File: src/rtl/cache_arbiter_pkg.sv
`default_nettype none
//==============================================================================
// Module      : cache_arbiter_pkg
// Description : Shared types and constants for the I/D cache-to-memory
//               arbiter: FSM state encoding, grant encoding and the
//               line-offset helper.
// Revision    : 1.0 - initial release
//==============================================================================
package cache_arbiter_pkg;

    typedef enum logic [2:0] {
        IDLE    = 3'd0,
        SERVE_I = 3'd1,
        SERVE_D = 3'd2,
        RESP_I  = 3'd3,
        RESP_D  = 3'd4
    } arb_state_t;

    typedef enum logic {
        GNT_I = 1'b0,
        GNT_D = 1'b1
    } grant_t;

    localparam int LINE_WIDTH_DEFAULT = 256;
    localparam int ADDR_WIDTH_DEFAULT = 32;

    // Number of byte-offset bits inside one cache line.
    function automatic int line_offset_bits(input int line_width);
        return $clog2(line_width / 8);
    endfunction

    localparam int OFFSET_BITS = line_offset_bits(LINE_WIDTH_DEFAULT);

endpackage
`default_nettype wire

File: src/rtl/cache_arbiter_if.sv
`default_nettype none
//==============================================================================
// Module      : cache_arbiter_if
// Description : Bundle of the I-cache miss port, D-cache miss port and the
//               physical-memory line port seen by the arbiter.
//   I side : i_read, i_addr -> ; <- i_rdata, i_resp
//   D side : d_read, d_write, d_addr, d_wdata -> ; <- d_rdata, d_resp
//   Memory : <- mem_read, mem_write, mem_addr, mem_wdata ; mem_rdata, mem_resp ->
//   slave  : arbiter view;  master : caches + memory view.
// Revision    : 1.0 - initial release
//==============================================================================
interface cache_arbiter_if #(
    parameter int LINE_WIDTH = 256,
    parameter int ADDR_WIDTH = 32
);
    logic                  i_read;
    logic [ADDR_WIDTH-1:0] i_addr;
    logic [LINE_WIDTH-1:0] i_rdata;
    logic                  i_resp;

    logic                  d_read;
    logic                  d_write;
    logic [ADDR_WIDTH-1:0] d_addr;
    logic [LINE_WIDTH-1:0] d_wdata;
    logic [LINE_WIDTH-1:0] d_rdata;
    logic                  d_resp;

    logic                  mem_read;
    logic                  mem_write;
    logic [ADDR_WIDTH-1:0] mem_addr;
    logic [LINE_WIDTH-1:0] mem_wdata;
    logic [LINE_WIDTH-1:0] mem_rdata;
    logic                  mem_resp;

    modport slave (
        input  i_read, i_addr, d_read, d_write, d_addr, d_wdata, mem_rdata, mem_resp,
        output i_rdata, i_resp, d_rdata, d_resp, mem_read, mem_write, mem_addr, mem_wdata
    );

    modport master (
        output i_read, i_addr, d_read, d_write, d_addr, d_wdata, mem_rdata, mem_resp,
        input  i_rdata, i_resp, d_rdata, d_resp, mem_read, mem_write, mem_addr, mem_wdata
    );

endinterface
`default_nettype wire

File: src/rtl/cache_arbiter_arb_rr2.sv
`default_nettype none
//==============================================================================
// Module      : arb_rr2
// Description : Two-requester round-robin picker. The pick is combinational;
//               the last-grant register advances only when the pick is
//               accepted by the parent.
//   i_req_i / i_req_d : pending requests
//   i_accept          : parent consumed the current pick
//   o_valid / o_grant : a request is pending / which side wins
// Revision    : 1.0 - initial release
//==============================================================================
module arb_rr2
    import cache_arbiter_pkg::*;
(
    input  wire logic clk,
    input  wire logic rst,
    input  wire logic i_req_i,
    input  wire logic i_req_d,
    input  wire logic i_accept,
    output logic      o_valid,
    output grant_t    o_grant
);

    grant_t r_last_grant;

    // Reset to D so that the very first contention goes to I.
    always_ff @(posedge clk or posedge rst) begin
        if (rst) begin
            r_last_grant <= GNT_D;
        end else if (i_accept) begin
            r_last_grant <= o_grant;
        end
    end

    always_comb begin
        o_valid = i_req_i | i_req_d;
        o_grant = GNT_I;
        if (i_req_i && i_req_d) begin
            o_grant = (r_last_grant == GNT_D) ? GNT_I : GNT_D;
        end else if (i_req_d) begin
            o_grant = GNT_D;
        end
    end

endmodule
`default_nettype wire

File: src/rtl/cache_arbiter.sv
`default_nettype none
//==============================================================================
// Module      : cache_arbiter
// Description : Serialises I-cache line fills and D-cache fills/writebacks
//               onto one memory line port. Round-robin on contention; the
//               granted request is latched, served until mem_resp, and a
//               one-cycle response pulse is returned to the requester.
//   clk, rst : clock, asynchronous active-high reset
//   bus      : cache_arbiter_if.slave (I side, D side, memory port)
// Revision    : 1.0 - initial release
//==============================================================================
module cache_arbiter
    import cache_arbiter_pkg::*;
#(
    parameter int LINE_WIDTH = 256,
    parameter int ADDR_WIDTH = 32
) (
    input  wire logic        clk,
    input  wire logic        rst,
    cache_arbiter_if.slave   bus
);

    localparam int                    OFF_BITS    = line_offset_bits(LINE_WIDTH);
    localparam logic [ADDR_WIDTH-1:0] C_OFF_MASK  = ADDR_WIDTH'((1 << OFF_BITS) - 1);

    arb_state_t            r_state;
    arb_state_t            w_state_nxt;

    logic                  w_i_req;
    logic                  w_d_req;
    logic                  w_pick_valid;
    grant_t                w_pick;
    logic                  w_grant_en;
    logic [ADDR_WIDTH-1:0] w_req_addr;

    logic                  r_is_write;
    logic [ADDR_WIDTH-1:0] r_addr;
    logic [LINE_WIDTH-1:0] r_wdata;
    logic [LINE_WIDTH-1:0] r_i_rdata;
    logic [LINE_WIDTH-1:0] r_d_rdata;

    logic                  w_serving;
    logic                  w_mem_read;
    logic                  w_mem_write;
    logic                  w_i_resp;
    logic                  w_d_resp;

    // A simultaneous d_read/d_write counts as one D request (writeback wins).
    assign w_i_req    = bus.i_read;
    assign w_d_req    = bus.d_read | bus.d_write;
    assign w_grant_en = (r_state == IDLE) && w_pick_valid;
    assign w_req_addr = (w_pick == GNT_D) ? bus.d_addr : bus.i_addr;

    arb_rr2 u_arb_rr2 (
        .clk      (clk),
        .rst      (rst),
        .i_req_i  (w_i_req),
        .i_req_d  (w_d_req),
        .i_accept (w_grant_en),
        .o_valid  (w_pick_valid),
        .o_grant  (w_pick)
    );

    // ---------------- FSM: state register ----------------
    always_ff @(posedge clk or posedge rst) begin
        if (rst) begin
            r_state <= IDLE;
        end else begin
            r_state <= w_state_nxt;
        end
    end

    // ---------------- FSM: next state ----------------
    always_comb begin
        w_state_nxt = r_state;
        case (r_state)
            IDLE: begin
                if (w_pick_valid) begin
                    w_state_nxt = (w_pick == GNT_D) ? SERVE_D : SERVE_I;
                end
            end
            SERVE_I: begin
                if (bus.mem_resp) begin
                    w_state_nxt = RESP_I;
                end
            end
            SERVE_D: begin
                if (bus.mem_resp) begin
                    w_state_nxt = RESP_D;
                end
            end
            RESP_I:  w_state_nxt = IDLE;
            RESP_D:  w_state_nxt = IDLE;
            default: w_state_nxt = IDLE;
        endcase
    end

    // ---------------- FSM: outputs ----------------
    // Memory strobes decode straight from state so they fall as soon as the
    // FSM leaves SERVE_x (including on asynchronous reset).
    always_comb begin
        w_serving   = (r_state == SERVE_I) || (r_state == SERVE_D);
        w_mem_read  = w_serving && !r_is_write;
        w_mem_write = w_serving &&  r_is_write;
        w_i_resp    = (r_state == RESP_I);
        w_d_resp    = (r_state == RESP_D);
    end

    // ---------------- Datapath latches ----------------
    always_ff @(posedge clk or posedge rst) begin
        if (rst) begin
            r_is_write <= 1'b0;
            r_addr     <= '0;
            r_wdata    <= '0;
            r_i_rdata  <= '0;
            r_d_rdata  <= '0;
        end else begin
            if (w_grant_en) begin
                r_is_write <= (w_pick == GNT_D) && bus.d_write;
                r_addr     <= w_req_addr & ~C_OFF_MASK;
                r_wdata    <= bus.d_wdata;
            end
            // Each side owns its own buffer; a writeback leaves d_rdata as is.
            if ((r_state == SERVE_I) && bus.mem_resp) begin
                r_i_rdata <= bus.mem_rdata;
            end
            if ((r_state == SERVE_D) && bus.mem_resp && !r_is_write) begin
                r_d_rdata <= bus.mem_rdata;
            end
        end
    end

    assign bus.mem_read  = w_mem_read;
    assign bus.mem_write = w_mem_write;
    assign bus.mem_addr  = r_addr;
    assign bus.mem_wdata = r_wdata;
    assign bus.i_resp    = w_i_resp;
    assign bus.d_resp    = w_d_resp;
    assign bus.i_rdata   = r_i_rdata;
    assign bus.d_rdata   = r_d_rdata;

endmodule
`default_nettype wire

File: src/flat_wrapper.sv
// flat-port wrapper written by rule: the top's interface ports become plain ports
module cache_arbiter_flat import cache_arbiter_pkg::*;
#(
    parameter int LINE_WIDTH = 256,
    parameter int ADDR_WIDTH = 32
)
  (clk, rst, bus_i_read, bus_i_addr, bus_d_read, bus_d_write, bus_d_addr, bus_d_wdata, bus_mem_rdata, bus_mem_resp, bus_i_rdata, bus_i_resp, bus_d_rdata, bus_d_resp, bus_mem_read, bus_mem_write, bus_mem_addr, bus_mem_wdata);
  cache_arbiter_if #(.LINE_WIDTH(LINE_WIDTH), .ADDR_WIDTH(ADDR_WIDTH)) bus_i ();
  input  wire logic clk;
  input  wire logic rst;
  input wire logic [$bits(bus_i.i_read)-1:0] bus_i_read;
  input wire logic [$bits(bus_i.i_addr)-1:0] bus_i_addr;
  input wire logic [$bits(bus_i.d_read)-1:0] bus_d_read;
  input wire logic [$bits(bus_i.d_write)-1:0] bus_d_write;
  input wire logic [$bits(bus_i.d_addr)-1:0] bus_d_addr;
  input wire logic [$bits(bus_i.d_wdata)-1:0] bus_d_wdata;
  input wire logic [$bits(bus_i.mem_rdata)-1:0] bus_mem_rdata;
  input wire logic [$bits(bus_i.mem_resp)-1:0] bus_mem_resp;
  output wire logic [$bits(bus_i.i_rdata)-1:0] bus_i_rdata;
  output wire logic [$bits(bus_i.i_resp)-1:0] bus_i_resp;
  output wire logic [$bits(bus_i.d_rdata)-1:0] bus_d_rdata;
  output wire logic [$bits(bus_i.d_resp)-1:0] bus_d_resp;
  output wire logic [$bits(bus_i.mem_read)-1:0] bus_mem_read;
  output wire logic [$bits(bus_i.mem_write)-1:0] bus_mem_write;
  output wire logic [$bits(bus_i.mem_addr)-1:0] bus_mem_addr;
  output wire logic [$bits(bus_i.mem_wdata)-1:0] bus_mem_wdata;
  assign bus_i.i_read = bus_i_read;
  assign bus_i.i_addr = bus_i_addr;
  assign bus_i.d_read = bus_d_read;
  assign bus_i.d_write = bus_d_write;
  assign bus_i.d_addr = bus_d_addr;
  assign bus_i.d_wdata = bus_d_wdata;
  assign bus_i.mem_rdata = bus_mem_rdata;
  assign bus_i.mem_resp = bus_mem_resp;
  assign bus_i_rdata = bus_i.i_rdata;
  assign bus_i_resp = bus_i.i_resp;
  assign bus_d_rdata = bus_i.d_rdata;
  assign bus_d_resp = bus_i.d_resp;
  assign bus_mem_read = bus_i.mem_read;
  assign bus_mem_write = bus_i.mem_write;
  assign bus_mem_addr = bus_i.mem_addr;
  assign bus_mem_wdata = bus_i.mem_wdata;
  cache_arbiter #(.LINE_WIDTH(LINE_WIDTH), .ADDR_WIDTH(ADDR_WIDTH)) u_core (.clk(clk), .rst(rst), .bus(bus_i));
endmodule
File: config.mk
export PLATFORM = sky130hd
export DESIGN_NAME = cache_arbiter_flat
export DESIGN_NICKNAME = d
export VERILOG_FILES = /design/src/rtl/cache_arbiter_pkg.sv /design/src/rtl/cache_arbiter_if.sv /design/src/rtl/cache_arbiter_arb_rr2.sv /design/src/rtl/cache_arbiter.sv /design/src/flat_wrapper.sv
export SDC_FILE = /design/constraint.sdc
export NUM_CORES = 1
export LEC_CHECK = 0
export CORE_AREA = 2 2 532 534
export CTS_CLUSTER_DIAMETER = 50
export DETAILED_ROUTE_END_ITERATION = 10
export DIE_AREA = 0 0 534 536
export HOLD_SLACK_MARGIN = 0.03
export PLACE_DENSITY = 0.3
export SYNTH_ARGS = -nofsm -noshare
export SYNTH_HDL_FRONTEND = slang
export SYNTH_SLANG_ARGS = --single-unit
export TNS_END_PERCENT = 50
File: constraint.sdc
create_clock -name clk -period 27.2 [get_ports clk]
set_input_delay 2.72 -clock clk [delete_from_list [all_inputs] [get_ports clk]]
set_output_delay 2.72 -clock clk [all_outputs]
set_load 0.05 [all_outputs]
# Yosys cells after proc, flatten, opt, wreduce, memory -nomap -nowiden
# Index checks and enable logic that the tools add are counted.
totals:
  reg_bits: 800
  elab_cells: 37
classes:
  eq_ne: 7
  n_mux: 9
  n_bitwise: 2
  n_reduce_logical: 12
ops:
  columns: ["cell", "count"]
  rows:
  - ["$mux 32", 1]
  - ["$mux 3", 3]
  - ["$pmux 3 s3", 1]
  - ["$logic_and 1x1->1", 8]
  - ["$eq 3x2->1 const B", 2]
  - ["$ne 2x2->1 const B", 2]
  - ["$eq 3x1->1 const B", 1]
  - ["$eq 3x3->1 const B", 1]
  - ["$logic_not 3->1", 1]
  - ["$mux 1", 3]
  - ["$reduce_and 3->1", 1]
  - ["$mux 2", 1]
  - ["$ne 2x1->1 const B", 1]
  - ["$or 1x1->1", 2]
  - ["$logic_not 1->1", 1]
  - ["$logic_or 1x1->1", 1]

# Depth between registers and ports, before layout
depth:
  ltp_word: 6
  ltp_mapped: 6
  mapped_depth_nobuf: 3

# Cells and area by module
# From an unflattened synthesis, not the netlist that was laid out.
hier_totals:
  cells_unflattened: 1779
  area_unflattened_um2: 29935.0
modules_own_cells:
  columns: ["module", "n_inst", "cells_per_inst", "area_per_inst_um2", "seq_area_each_um2"]
  rows:
  - ["cache_arbiter", 1, 1774, 29872.4, 19994.2]
  - ["arb_rr2", 1, 5, 62.6, 26.3]

# Worst setup path before layout
# Ideal clock, no wire load.
synth_path:
  path_kind: "register to output"
  startpoint: "register u_core.r_state[0]"
  endpoint: "output port bus_mem_read"
  arrival_ns: 1.855
  required_time_ns: 24.480
  path_slack_ns: 22.625
  path_stages_with_launch: 3
  path_cell_list: "dfrtp_1 > nand2b_1 > a211oi_1"
synth_between:
  elab_chain_cells: 3
  elab_cells_between_ends: 4
  cone_classes: "eq/ne: 2; reduce/logical: 2"
synth_lines:
  columns: ["element", "line_no", "rtl"]
  rows:
  - ["from (decl)", "cache_arbiter.sv:26", "arb_state_t r_state;"]
  - ["from (signal assigned)", "cache_arbiter.sv:69", "r_state <= w_state_nxt;"]
  - ["$eq 3x1->1 or $eq 3x2->1 (tied branches)", "cache_arbiter.sv:102", "w_serving = (r_state == SERVE_I) || (r_state == SERVE_D);"]
  - ["$logic_or 1x1->1 (*)", "cache_arbiter.sv:102", null]
  - ["$logic_and 1x1->1 (*)", "cache_arbiter.sv:103", "w_mem_read = w_serving && !r_is_write;"]
  - ["to (decl)", "flat_wrapper.sv:23", "output wire logic [$bits(bus_i.mem_read)-1:0] bus_mem_read;"]
# Every way passes the cells marked *; elsewhere a longest branch is shown, timed or not.

# Final worst setup path
layout_path:
  startpoint: "input port bus_mem_resp"
  endpoint: "register u_core.r_d_rdata[246] (netlist: u_core.bus.d_rdata[246])"
layout_between:
  elab_chain_cells: 2
layout_lines:
  columns: ["element", "line_no", "rtl"]
  rows:
  - ["from (decl)", "flat_wrapper.sv:18", "input wire logic [$bits(bus_i.mem_resp)-1:0] bus_mem_resp;"]
  - ["$logic_and 1x1->1 (2 in a row)", "cache_arbiter.sv:127", "if ((r_state == SERVE_D) && bus.mem_resp && !r_is_write) begin"]
  - ["to (signal assigned)", "cache_arbiter.sv:128", "r_d_rdata <= bus.mem_rdata;"]
  - ["to (decl)", "cache_arbiter.sv:40", "logic [LINE_WIDTH-1:0] r_d_rdata;"]
# No other way between the ends.
# A chain may end at the register's enable or synchronous reset.

==> summary.txt <==
Synth
  – Ys async rst share: 100.0%
  – YS warnings: 0
  – Main synth FF type: dfrtp_1
  – FF+latch count, synth: 800
  – Cells after Synth: 1745
  – Post-Syn Area: 30130 µm²
  – Number of synthesized flops with an enable pin: 0
  – Number of unique standard cell types used by synthesis: 26
  – Post-Syn Area per Cell: 17.27 µm²
  – Register area share after synthesis: 66.44%

Place
  – DP Wirelength: 142800 µm
  – Port bufs: 1370
  – GPL Wtd Cong: 0.7857

Power and ir drop
  – Peak VDD IR: 0.06726 mV
  – Leakage power: 0.02124 µW
  – Power per Cell Area: 171.3 nW/µm²

Routing
  – Wire per inst: 24.93 µm
  – Final antenna-violating net count: 0
  – Vias/cell: 3.079
  – Post-Route WL: 177700 µm
  – Initial drt markers: 491
  – DRC viols: 0
  – DR pass1 iterations: 4
  – DR vias: 21950

Timing
  – Final Hold Fails: 0
  – Fin Setup TNS: 0 ns
  – Highest clock rate: 129.5 MHz
  – Final Critical Period: 7.724 ns
  – Final Skew: 0.05376 ns
  – RSZ-0062 raised after global routing: false
  – Worst-Margin Slew: 1.147 ns
  – Rel. slew slack: 23.55%
  – Max-slew violations: 0
  – Setup violators final: 0
  – Fin crit share: 28.40%

Layout
  – Layout area overhead: 79.82%
  – Layout Utilization: 19.29%
  – Fin nets: 3810
  – FILL cells: 30280
  – Layout cells sized above 1: 22.39%

GRT
  – Largest net degree at the start of global routing: 128
  – Vias in the first global route: 23640
  – First-pass GRT wire length: 232800 µm
  – Total GRT Usage: 11.99%
  – Initial antenna violation count: 149
  – Total grt overflow: 0

Die
  – Initial Utilization: 10.73%
  – Die Ht: 536 µm
  – Die area: 286200 µm²
  – Placeable Area: 280800 µm²
  – Die Wd: 534 µm
  – IO Count: 1386
  – Core Rows: 195

Setup path
  – CP Class: primary input to register
  – Setup crit end kind: register
  – Critical Path Start Type: primary input
  – Critical Path Max Stage Delay: 0.81 ns
  – Max stage delay cell, worst path: buf_4
  – Crit-path most repeated cell: buf_4
  – Req. time, crit path: 27.89 ns
  – Critical Path, Cell by Cell: clkdlybuf4s50_1 > nand2b_4 > nor3_4 > buf_4 > buf_4 > buf_4 > buf_4 > buf_4 > buf_4 > mux2_2
  – Peak fanout along the critical path: 56
  – CP arrival: 8.41 ns

Clock network
  – Resize count post-CTS: 0
  – Root Buffer: clkbuf_16
  – Post-CTS Setup Bufs: 0
  – Htree depth: 4
  – Worst-Skew Late Latency: 0.80 ns
  – # hold bufs at CTS: 0
  – Clock Tree Buf Depth: 4
  – CTS tree: done
  – Clk sinks: 800
  – Total clock buffers created by CTS: 175
  – Worst-path clk slew: 0.05 ns

Min path
  – Hold Path Class: register to register

Flow run
  – Maxcap violations: 0

Outcome
  – Run status: completed
==> registers in the layout, indices dropped and copies added, names as in the netlist <==
signal                         cells
u_core.bus.d_rdata               256
u_core.bus.i_rdata               256
u_core.bus.mem_wdata             256
u_core.bus.mem_addr               27
u_core.r_state                     3
u_core.r_is_write                  1
u_core.u_arb_rr2.r_last_grant      1
==> cell usage in the layout, fill, tap and decap left out, types with 3 or more instances in the layout <==
cell             count
clkdlybuf4s50_1   1366
dfrtp_1            799
mux2_2             430
mux2_1             393
clkbuf_16          176
buf_4               30
clkbuf_1            28
clkbuf_8            27
diode_2             24
clkinvlp_4          22
bufinv_16           21
clkinv_2            19
inv_6                8
clkinv_4             7
conb_1               5
a211oi_1             3
nor2_1               3
inv_16               3
==> power breakdown <==
group | switching (µW) | total [µW] | internal [µW]
clock network | 756 | 2210 | 1460
registers | 342 | 2150 | 1810
logic | 3270 | 4910 | 1650
==> final timing paths <==
path | start | to | slack, ns | cells past startpoint
setup / recovery | bus_mem_resp | u_core.bus.d_rdata[246]$_DFFE_PP0P_ | 19.48 | 10
setup reg to reg | u_core.r_state[0]$_DFFE_PP0P_ | u_core.bus.d_rdata[246]$_DFFE_PP0P_ | 21.31 | 9
hold / removal | u_core.bus.i_rdata[181]$_DFFE_PP0P_ | u_core.bus.i_rdata[181]$_DFFE_PP0P_ | 0.48 | 1
hold reg to reg | u_core.bus.i_rdata[181]$_DFFE_PP0P_ | u_core.bus.i_rdata[181]$_DFFE_PP0P_ | 0.48 | 1
min in group asynchronous | rst | u_core.bus.i_rdata[178]$_DFFE_PP0P_ | 2.47 | 2
max in group asynchronous | rst | u_core.bus.i_rdata[97]$_DFFE_PP0P_ | 19.96 | 8
==> cell type report <==
cell class	count	area [µm²]	share of cell area [%]
sequential	800	20020	36.95
timing repair buffer	1398	13940	25.72
multi-input combinational	851	9474	17.48
clock buffer	231	4881	9.008
tap	3743	4683	8.643
clock inverter	81	1112	2.053
antenna	24	60.06	0.1108
inverter	2	15.01	0.02771
==> cells in the mapped netlist, types with 2 or more instances <==
cell	count	share of area, %
nor2_1	4	0.050
a211oi_1	3	0.075
buf_4	45	1.1
mux2_2	430	16
buf_2	36	0.60
dfrtp_1	799	66
inv_1	2	0.025
nand2b_1	2	0.042
nor3_1	2	0.033
buf_6	14	0.52
mux2_1	393	15
==> worst max-delay path: cells and delay by family <==
kind                   cells  cell delay (ns)
and+or+nand+nor            2             0.25
muxes                      1             0.42
buffers and inverters      7             4.69
==> layer usage <==
| metal | GRT usage [%] | vias to the layer above | part of all wire (%) |
|---|---|---|---|
| met5 | 0 | - | 0.47 |
| met4 | 2.650 | 126 | 2.1 |
| met3 | 7.042 | 373 | 12 |
| met2 | 20.08 | 1173 | 48 |
| li1 | - | 9313 | - |
| met1 | 12.93 | 10970 | 38 |
==> through the flow <==
| step | std cells | hold slack [ns] | setup WS, ns | area (µm²) | total power, µW |
|---|---|---|---|---|---|
| after global placement | 6794 | 0.4659 | 18.33 | 48130 | 7195 |
| after detailed placement | 6794 | 0.4737 | 18.37 | 48130 | 7206 |
| after global routing | 7109 | 0.4917 | 19.09 | 54130 | 9687 |
| final | 7130 | 0.4783 | 19.48 | 54180 | 9282 |
| after floorplan | 1749 | 0.4995 | 2.016 | 30150 | 5153 |
| after CTS | 7106 | 0.4844 | 19.30 | 54120 | 9509 |
==> kinds of logic after synthesis <==
| group | after synthesis | share of synthesized area, % |
|---|---|---|
| compound gates | 10 | 0.2533 |
| buf+inv | 98 | 2.280 |
| flops | 800 | 66.44 |
| mux | 823 | 30.76 |
| other cells | 1 | 0.01244 |
| simple gates | 13 | 0.2574 |
Power figures use the tool's default switching activity.
